--- config.mk ---
export PLATFORM = sky130hd
export DESIGN_NAME = scan_encoder
export DESIGN_NICKNAME = d
export VERILOG_FILES = /design/src/rtl/scan_enc_pkg.sv /design/src/rtl/prio_enc_lsb.sv /design/src/rtl/scan_encoder.sv
export SDC_FILE = /design/constraint.sdc
export NUM_CORES = 1
export LEC_CHECK = 0
export CORE_MARGIN = 3
export CORE_UTILIZATION = 47
export CTS_CLUSTER_DIAMETER = 150
export CTS_CLUSTER_SIZE = 8
export DETAILED_ROUTE_END_ITERATION = 10
export GPL_ROUTABILITY_DRIVEN = 1
export PLACE_DENSITY = 0.77
export SETUP_SLACK_MARGIN = 0.2
export SLEW_MARGIN = 20
export SYNTH_ARGS = -nofsm -noshare
export SYNTH_HDL_FRONTEND = slang
export SYNTH_SLANG_ARGS = --single-unit
--- constraint.sdc ---
create_clock -name clk -period 2.15 [get_ports clk]
set_clock_uncertainty 0.15 [all_clocks]
set_input_delay 0.3225 -clock clk [delete_from_list [all_inputs] [get_ports clk]]
set_output_delay 0.3225 -clock clk [all_outputs]
set_load 0.03 [all_outputs]
--- src/rtl/scan_enc_pkg.sv ---
// -----------------------------------------------------------------------------
// scan_enc_pkg
// Shared definitions for the sequential multi-hot to index encoder:
//   - state_e      : controller state (IDLE = 0, SCAN = 1)
//   - DEFAULT_N    : default request-word width
//   - DEFAULT_W    : default emitted-index width, $clog2(DEFAULT_N)
// -----------------------------------------------------------------------------
package scan_enc_pkg;

  localparam int unsigned DEFAULT_N = 8;
  localparam int unsigned DEFAULT_W = $clog2(DEFAULT_N);

  // IDLE: waiting for a request word. SCAN: emitting indices of that word.
  typedef enum logic {
    IDLE = 1'b0,
    SCAN = 1'b1
  } state_e;

endpackage : scan_enc_pkg

--- src/rtl/prio_enc_lsb.sv ---
// -----------------------------------------------------------------------------
// prio_enc_lsb
// Purely combinational lowest-set-bit priority encoder.
// Ports:
//   pending [N-1:0] in  : bit vector to search
//   idx     [W-1:0] out : index of the lowest set bit (0 when pending == 0)
//   single          out : pending has exactly one bit set
// -----------------------------------------------------------------------------
module prio_enc_lsb #(
  parameter int unsigned N = 8,
  parameter int unsigned W = $clog2(N)
) (
  input  logic [N-1:0] pending,
  output logic [W-1:0] idx,
  output logic         single
);

  logic [N-1:0] pending_m1;

  // Scan from the top down so the lowest set bit is the last one to write idx.
  always_comb begin
    // NOTE: every always_comb output gets a default before any conditional
    // assignment; otherwise a path with no assignment infers a latch.
    idx = '0;
    for (int i = N - 1; i >= 0; i--) begin
      if (pending[i]) begin
        idx = W'(i);
      end
    end
  end

  // Clearing the lowest set bit leaves zero exactly when one bit was set;
  // the non-zero test excludes the empty vector.
  assign pending_m1 = pending - N'(1);
  assign single     = ((pending & pending_m1) == '0) && (pending != '0);

endmodule : prio_enc_lsb

--- src/rtl/scan_encoder.sv ---
// -----------------------------------------------------------------------------
// scan_encoder
// Sequential N-to-log2(N) encoder. Accepts a multi-hot request word over a
// valid/ready handshake and emits the index of every set bit, lowest first,
// one index per output handshake. An all-zero word yields a single beat with
// out_none = 1 and out_idx = 0.
// Ports:
//   clk        in  : rising-edge clock
//   rst        in  : synchronous, active-high reset
//   in_valid   in  : in_bits valid this cycle
//   in_ready   out : block accepts a word this cycle (IDLE)
//   in_bits    in  : multi-hot request word [N-1:0]
//   out_valid  out : out_idx / out_last / out_none valid (SCAN)
//   out_ready  in  : consumer takes the current beat
//   out_idx    out : index of lowest remaining set bit [W-1:0]
//   out_last   out : current beat is the final beat of the word
//   out_none   out : accepted word was all zeros
//   busy       out : word in progress
// All outputs are decoded from registers only; no input reaches an output
// combinationally.
// -----------------------------------------------------------------------------
module scan_encoder
  import scan_enc_pkg::*;
#(
  parameter int unsigned N = DEFAULT_N,
  parameter int unsigned W = $clog2(N)
) (
  input  logic         clk,
  input  logic         rst,
  input  logic         in_valid,
  output logic         in_ready,
  input  logic [N-1:0] in_bits,
  output logic         out_valid,
  input  logic         out_ready,
  output logic [W-1:0] out_idx,
  output logic         out_last,
  output logic         out_none,
  output logic         busy
);

  state_e       state_q,   state_d;
  logic [N-1:0] pending_q, pending_d;
  logic         none_q,    none_d;

  logic [W-1:0] enc_idx;
  logic         enc_single;
  logic [N-1:0] idx_mask;
  logic         in_fire;
  logic         out_fire;
  logic         scanning;

  prio_enc_lsb #(
    .N (N),
    .W (W)
  ) u_prio_enc (
    .pending (pending_q),
    .idx     (enc_idx),
    .single  (enc_single)
  );

  // ---------------------------------------------------------------------------
  // Output decode (registers only)
  // ---------------------------------------------------------------------------
  assign scanning  = (state_q == SCAN);
  assign in_ready  = !scanning;
  assign out_valid = scanning;
  assign busy      = scanning;
  assign out_idx   = scanning ? enc_idx : '0;
  assign out_none  = scanning && none_q;
  // A zero word is a one-beat word; otherwise the beat is last when only
  // the bit being emitted is still pending.
  assign out_last  = scanning && (none_q || enc_single);

  assign in_fire   = in_valid  && in_ready;
  assign out_fire  = out_valid && out_ready;

  // One-hot mask of the bit being emitted, used to retire it from pending.
  always_comb begin
    idx_mask          = '0;
    idx_mask[enc_idx] = 1'b1;
  end

  // ---------------------------------------------------------------------------
  // Next-state logic
  // ---------------------------------------------------------------------------
  always_comb begin
    state_d   = state_q;
    pending_d = pending_q;
    none_d    = none_q;

    unique case (state_q)
      IDLE: begin
        // in_valid during SCAN is not looked at, so nothing is queued.
        if (in_fire) begin
          state_d   = SCAN;
          pending_d = in_bits;
          none_d    = (in_bits == '0);
        end
      end

      SCAN: begin
        // Without out_ready nothing changes, which keeps the beat stable.
        if (out_fire) begin
          if (out_last) begin
            state_d   = IDLE;
            pending_d = '0;
            none_d    = 1'b0;
          end else begin
            pending_d = pending_q & ~idx_mask;
          end
        end
      end

      default: begin
        state_d   = IDLE;
        pending_d = '0;
        none_d    = 1'b0;
      end
    endcase
  end

  // ---------------------------------------------------------------------------
  // State registers (synchronous reset aborts any word in progress)
  // ---------------------------------------------------------------------------
  always_ff @(posedge clk) begin
    // NOTE: sequential state uses non-blocking assignments so every flop
    // samples the pre-edge values regardless of statement order.
    if (rst) begin
      state_q   <= IDLE;
      pending_q <= '0;
      none_q    <= 1'b0;
    end else begin
      state_q   <= state_d;
      pending_q <= pending_d;
      none_q    <= none_d;
    end
  end

endmodule : scan_encoder

# Word level (Yosys, flattened, before mapping)
# Cells that the tools add are included.
dict set report totals {
  regBits 10
  inputBits 12
  elab_cells 49
}
dict set report op_classes {
  addsub 1
  magnitude_cmp 2
  eq_ne 3
  muxes 23
  bitwise_logic 4
  reduce_logical 13
}
# cell n
set ops {}
lappend ops {{2-to-1 mux 3 bit} 9}
lappend ops {{2-to-1 mux 8 bit} 3}
lappend ops {{bitwise AND 8 bit} 2}
lappend ops {{logical NOT 8 bit} 2}
lappend ops {{one-hot mux 8 bit (2 select lines)} 1}
lappend ops {{inverter 8 bit} 1}
lappend ops {{nonzero test 8 bit} 1}
lappend ops {{subtractor 8 x 1 -> 8 bit (second input constant)} 1}
lappend ops {{2-to-1 mux 1 bit} 7}
lappend ops {{logical AND 1 bit} 6}
lappend ops {{less-than comparator 3 x 4 -> 1 bit (second input constant)} 1}
lappend ops {{!= test 2 bit (second input constant)} 2}
lappend ops {{one-hot mux 1 bit (2 select lines)} 2}
lappend ops {{demux 1 bit (select 3 bit)} 1}
lappend ops {{>= comparator 3 x 1 -> 1 bit (second input constant)} 1}
lappend ops {{AND reduction 3 bit} 1}
lappend ops {{!= test 2 x 1 -> 1 bit (second input constant)} 1}
lappend ops {{AND reduction 2 bit} 1}
lappend ops {{logical NOT 1 bit} 1}
lappend ops {{logical OR 1 bit} 1}
lappend ops {{inverter 1 bit} 1}

# Longest topological paths before layout
# Gate-level depths: netlist (run 1).
dict set report depth {
  ltp_word 17
  mapped_depth 7
}

# By module
# A second synthesis (run 1) with hierarchy kept.
dict set report hier_totals {
  hier_cells 83
  area_unflattened_um2 713.2
}
# mod n_inst cells_each area_per_inst_um2
set by_module_without_submodules {}
lappend by_module_without_submodules {scan_encoder 1 58 544.3}
lappend by_module_without_submodules {prio_enc_lsb 1 25 168.9}

# Worst setup path after synthesis (run 1)
# OpenSTA, ideal clock, no wires.
dict set report synth_path {
  path_type {register -> output}
  from {register state_q, in the netlist busy}
  to {output port out_idx[1]}
  arrival_ns 2.487
  required_ns 1.678
  path_slack_ns -0.809
  path_stages_with_launch 4
  n_path_buf 1
  cell_sequence {dfxtp_1 buf_2 inv_1 a2111oi_0}
}
dict set report synth_via {
  elab_chain_len 1
}
# element line_no
set synth_lines {}
lappend synth_lines {{start, declared} scan_encoder.sv:41} ;# state_e state_q, state_d;
lappend synth_lines {{start signal, assigned} scan_encoder.sv:133} ;# state_q <= state_d;
lappend synth_lines {{2-to-1 mux 3 bit} scan_encoder.sv:68} ;# assign out_idx = scanning ? enc_idx : '0;
lappend synth_lines {{end, declared} scan_encoder.sv:35} ;# output logic [W-1:0] out_idx,
# Every way passes these cells.

# Worst setup path in the final report (run 1)
dict set report layout_path {
  from {register pending_q[2]}
  to {output port out_last}
}
dict set report layout_via {
  elab_chain_len 6
  word_cells_on_any_way 7
  cone_classes {1 x add/sub; 1 x bitwise; 5 x reduce/logical}
}
# element line_no
set layout_lines {}
lappend layout_lines {{start, declared} scan_encoder.sv:42} ;# logic [N-1:0] pending_q, pending_d;
lappend layout_lines {{start signal, assigned} scan_encoder.sv:134} ;# pending_q <= pending_d;
lappend layout_lines {{subtractor 8 x 1 -> 8 bit} prio_enc_lsb.sv:34} ;# assign pending_m1 = pending - N'(1);
lappend layout_lines {{bitwise AND 8 bit} prio_enc_lsb.sv:35} ;# assign single = ((pending & pending_m1) == '0) && (pending != '0);
lappend layout_lines {{logical NOT 8 bit} prio_enc_lsb.sv:35}
lappend layout_lines {{logical AND 1 bit *} prio_enc_lsb.sv:35}
lappend layout_lines {{logical OR 1 bit *} scan_encoder.sv:72} ;# assign out_last = scanning && (none_q || enc_single);
lappend layout_lines {{logical AND 1 bit *} scan_encoder.sv:72}
lappend layout_lines {{end, declared} scan_encoder.sv:36} ;# output logic out_last,
# Mark *: on every way between the ends. The rest lies on a longest branch, timed or not.

==> results_dict.tcl, run 1 <==
set metrics [dict create \
    status "finished, violations left" \
    violations "setup timing" \
    cts.sinks 10 \
    row_count 13 \
    ys_warn_count 0 \
    r2r_setup_slack_ps 10 \
    layout_commonest_cell "buf_4" \
    relSlewSlack 0.626 \
    power.density_nw_per_um2 612 \
    r2r_cells 6 \
    crit_path_start "pending_q[2]" \
    power_leakage_nw 0.435 \
    dpl.hpwl_mm 1.57 \
    report.final.hold_viol_count 0 \
    synthCells 90 \
    synthFlopType "dfxtp_1" \
    syn_area_sq_um 769 \
    yosysSeqAreaShare 0.260 \
    fin_crit_ps 2320 \
    mostFrequentLayoutCells "15 x buf_4, 11 x clkdlybuf4s50_1, 8 x nor2_1" \
    start_util 0.544 \
    synth_fp_nets 102 \
    min_path_type "flop to flop" \
    coreArea_sq_um 1420 \
    h-tree-depth 1 \
    antenna_left 0 \
    grt_max_degree 14 \
    synth_edf_count 0 \
    cts_buffers 3 \
    cp.required_ps 1680 \
    r2r-start "pending_q[2]" \
    final_layout_size_suffix_gt1_frac 0.390 \
    first_pass_iters 4 \
    fin_ws_ps -172 \
    nFillCells 101 \
    antenna_found_initial 0 \
    ys_ff_latch 10 \
    diodes 0 \
    ios 20 \
    vdd_ir_drop_max_mv 0.435 \
    cts_buffer_depth 2 \
    io_buffer_count 19 \
    wire_per_inst_microns 16.0 \
    finalWeightedCongestion 0.836 \
    tightest_slew_ps 562 \
    cts-root-buf "clkbuf_4" \
    ys_types 41 \
    fin_tns_setup_ps -176 \
    wl_met1_microns 942 \
    syn2layout_area_growth_pct 49.1 \
    routed_wl_mm 2.13 \
    endpoint "out_last" \
    worst_r2r_endpoint "none_q" \
    rsz0062_at_grt "true" \
    die_x_microns 46.5 \
    async_reset_ff_frac 0 \
    insertion_delay_ps 270 \
    critPathLaunchType "flop" \
    arrival_ps 1850 \
    dr_total_vias 845 \
    clk_pin_slew_ps 80 \
    hold_buffers 0 \
    drc 0 \
    dp_cells 126 \
    period_share 1.08 \
    synth_area_per_cell_sq_um 8.55 \
    dr.max_layer_used "met4" \
    met3_wirelength_microns 120 \
    cts_tree "yes" \
    grt_usage 0.216 \
    grt-ovfl-total 0 \
    grt_pass1_vias 704 \
    fmax_ghz 0.431 \
    grt_pass1_wl_mm 3.25 \
    met2RoutedLength_mm 1.04 \
    cp-end-kind "primary output" \
    post_drt_via_cell_ratio 6.35 \
    die_area_sq_um 2160 \
    cp_max_fo 6 \
    finalSetupViolations 2 \
    drv_slew 0 \
    layout.cells.non_filler 133 \
    critPathKind "flop to primary output" \
    drt_iter0_drc 25 \
    die_h_microns 46.5 \
    maxCapViolations 0 \
    fin_nets 131 \
]
## Yosys cell counts, types with 2 or more instances
cell      number  area share
nor4_1         3       0.024
dfxtp_1       10        0.26
nand2_1        4       0.020
nor4_4         2       0.055
o21ai_0        4       0.026
a22oi_1        7       0.068
nor3_1         2       0.013
clkbuf_1       4       0.020
o22ai_1        4       0.033
buf_2          2       0.013
nand2b_1       3       0.024
nor4b_1        2       0.023
inv_1          4       0.020
nor2_1        10       0.049
mux2i_1        2       0.026
a21oi_1        2       0.013
## layout make-up
| class | count | area, sq um | area share |
|---|---|---|---|
| clock buffer | 4 | 36.3 | 0.0316 |
| inverter | 4 | 15.0 | 0.0131 |
| multi-input combinational | 67 | 571 | 0.497 |
| sequential | 10 | 208 | 0.181 |
| tap | 15 | 18.8 | 0.0164 |
| timing repair buffer | 33 | 299 | 0.261 |
## metal layers
metal	global-route usage	vias up
met1	0.289	401
met5	0	-
li1	-	408
met4	0.0682	0
met2	0.349	34
met3	0.0352	2
## cells by family after synthesis
group | share of synthesized area
AOI/OAI and AO/OA | 0.307
DFF | 0.260
muxes | 0.0260
buffers and inverters | 0.0943
and+or+nand+nor | 0.312
## metrics by stage
stage / area [sq um] / hold WS, ps / util / setup slack (ps) / total power [mW]
4_1_cts: 1100 / 361 / 0.776 / -185 / 0.683
3_5_place_dp: 1040 / 352 / 0.734 / 33.1 / 0.491
2_1_floorplan: 812 / 290 / - / 159 / 0.403
6_report: 1150 / 356 / 0.811 / -172 / 0.702
5_1_grt: 1150 / 390 / 0.811 / -238 / 0.738
3_3_place_gp: 1040 / 339 / 0.734 / 73.6 / 0.485
## flip-flops by register name, indices dropped and copies added, names as in the netlist
| register | cells |
|---|---|
| none_q | 1 |
| pending_q | 8 |
| busy | 1 |
## where the power goes
part	total [mW]	internal (mW)	switching [mW]
logic	0.306	0.150	0.156
registers	0.221	0.199	0.0216
clock network	0.176	0.103	0.0729
total	0.702	0.452	0.250
## worst min path at each step
stage,from,endpoint,slack [ps],cells after the start
global route,none_q,none_q,390,2
global placement,none_q,none_q,340,2
floorplan,out_ready,busy,290,1
CTS,none_q,none_q,360,2
detailed placement,none_q,none_q,350,2
finish,none_q,none_q,360,2
## worst max-delay path: stages, from the launching register on
cell and delay (ps):
dfxtp_2 370, or4_4 600, a2111oi_4 270, nor4_4 100, nor2_4 110, buf_6 140
## timing repair
action,in CTS,in global routing
setup endpoints to repair,7,8
setup buffers,2,1
pin swaps,1,1
resized for setup,14,13
No activity file was read; power rests on OpenSTA's default activity.
==> run 2: changes to the inputs <==
--- a/config.mk
+++ b/config.mk
@@ -11,7 +11,9 @@
 export CTS_CLUSTER_SIZE = 8
 export DETAILED_ROUTE_END_ITERATION = 10
 export GPL_ROUTABILITY_DRIVEN = 1
+export GPL_TIMING_DRIVEN = 0
 export PLACE_DENSITY = 0.77
+export RECOVER_POWER = 100
 export SETUP_SLACK_MARGIN = 0.2
 export SLEW_MARGIN = 20
 export SYNTH_ARGS = -nofsm -noshare
==> results_dict.tcl, run 2 (same netlist as run 1, synthesis figures left out) <==
set metrics [dict create \
    die_x_microns 46.5 \
    grt_usage 0.275 \
    rsz0062_at_grt "true" \
    report.final.hold_viol_count 0 \
    diodes 0 \
    grt_pass1_vias 881 \
    fmax_ghz 0.415 \
    arrival_ps 1940 \
    total_power_uw 803 \
    antenna_left 0 \
    fin_crit_ps 2410 \
    finalSetupViolations 11 \
    violations "setup timing" \
    clkPwrFrac 0.230 \
    largest_register_ffs 8 \
    p_comb_frac 0.496 \
    status "finished, violations left" \
    final_area_sq_um 1290 \
    row_count 13 \
    p_int_uw 491 \
    h-tree-depth 1 \
    min_path_type "flop to flop" \
    insertion_delay_ps 280 \
    drc 0 \
    ios 20 \
    io_buffer_count 19 \
    antenna_found_initial 0 \
    routed_wl_mm 3.66 \
    cp.required_ps 1680 \
    r2r_setup_slack_ps -60 \
    dr_total_vias 1044 \
    hold_buffers 0 \
    cts-root-buf "clkbuf_4" \
    critPathKind "flop to primary output" \
    switching_power_uw 312 \
    first_pass_iters 5 \
    fin_ws_ps -259 \
    vdd_ir_drop_max_mv 0.467 \
    cts_tree "yes" \
    maxCapViolations 0 \
    tightest_slew_ps 623 \
    start_util 0.544 \
    cts_buffer_depth 2 \
    clk_pin_slew_ps 80 \
    final_layout_size_suffix_gt1_frac 0.481 \
    cts_buffers 3 \
    period_share 1.12 \
    wire_per_inst_microns 25.4 \
    post_drt_via_cell_ratio 7.25 \
    dpl.hpwl_mm 1.47 \
    swShare 0.388 \
    mostFrequentLayoutCells "18 x buf_4, 10 x clkdlybuf4s50_1, 8 x dfxtp_2" \
    power_leakage_nw 0.471 \
    cp-end-kind "primary output" \
    coreArea_sq_um 1420 \
    fin_nets 142 \
    die_area_sq_um 2160 \
    largest_register "pending_q" \
    power.density_nw_per_um2 623 \
    grt-ovfl-total 0 \
    drt_iter0_drc 96 \
    grt_max_degree 11 \
    relSlewSlack 0.585 \
    grt_pass1_wl_mm 4.07 \
    critPathLaunchType "flop" \
    cts.sinks 10 \
    layout_commonest_cell "buf_4" \
    cp_max_fo 6 \
    die_h_microns 46.5 \
    finalWeightedCongestion 0.830 \
    placedInstanceArea_sq_um 1020 \
    drv_slew 0 \
    power.share.sequential 0.275 \
    syn2layout_area_growth_pct 67.5 \
]
run 2: critical path: stages (launching register included):
cell     delay, ps
dfxtp_2        340
buf_12         130
buf_4          150
nor4b_1        390
a311o_1        270
nor2_2         100
nor2_4         140
buf_6          140
run 2: what timing repair did:
item / 4_1_cts / 5_1_grt
setup endpoints to repair: 8 / 15
gates resized for setup: 53 / 15
pin swaps: 7 / 4
buffers inserted: 11 / 5
run 2: metal layers:
metal  vias up  wire [microns]  global-route usage
li1        429               -                   -
met1       483            1310               0.323
met5         -               0                   0
met4         0             243               0.148
met3        31             341              0.0547
met2       101            1760               0.459
run 2: through the flow:
stage | cells | utilization | setup slack (ps) | TNS [ps] | hold WS, ps
3_5_place_dp | 124 | 0.721 | -498 | -1370 | 340
3_3_place_gp | 124 | 0.721 | -505 | -1300 | 342
2_1_floorplan | 90 | - | 159 | 0 | 290
5_1_grt | 144 | 0.911 | -461 | -1710 | 427
6_report | 144 | 0.911 | -259 | -947 | 383
4_1_cts | 139 | 0.858 | -187 | -187 | 349
run 2: power groups by stage:
stage	registers (mW)	logic, mW	clock network [mW]
6_report	0.221	0.398	0.184
5_1_grt	0.221	0.414	0.191
4_1_cts	0.216	0.327	0.178
3_5_place_dp	0.216	0.267	0
3_3_place_gp	0.215	0.263	0
2_1_floorplan	0.216	0.187	0
run 2: path summary, 6_finish.rpt:
| path | start | to | cells past startpoint |
|---|---|---|---|
| worst max register to register | pending_q[0] | none_q | 7 |
| worst min register to register | none_q | none_q | 2 |
| worst max-delay path | pending_q[0] | out_last | 7 |
| worst min-delay path | none_q | none_q | 2 |
run 2: final cells by class:
type	instances	area, sq um
clock buffer	4	36.3
timing repair buffer	35	318
tap	15	18.8
inverter	4	16.3
sequential	10	210
buffer	9	81.3
multi-input combinational	67	608
fill	58	126
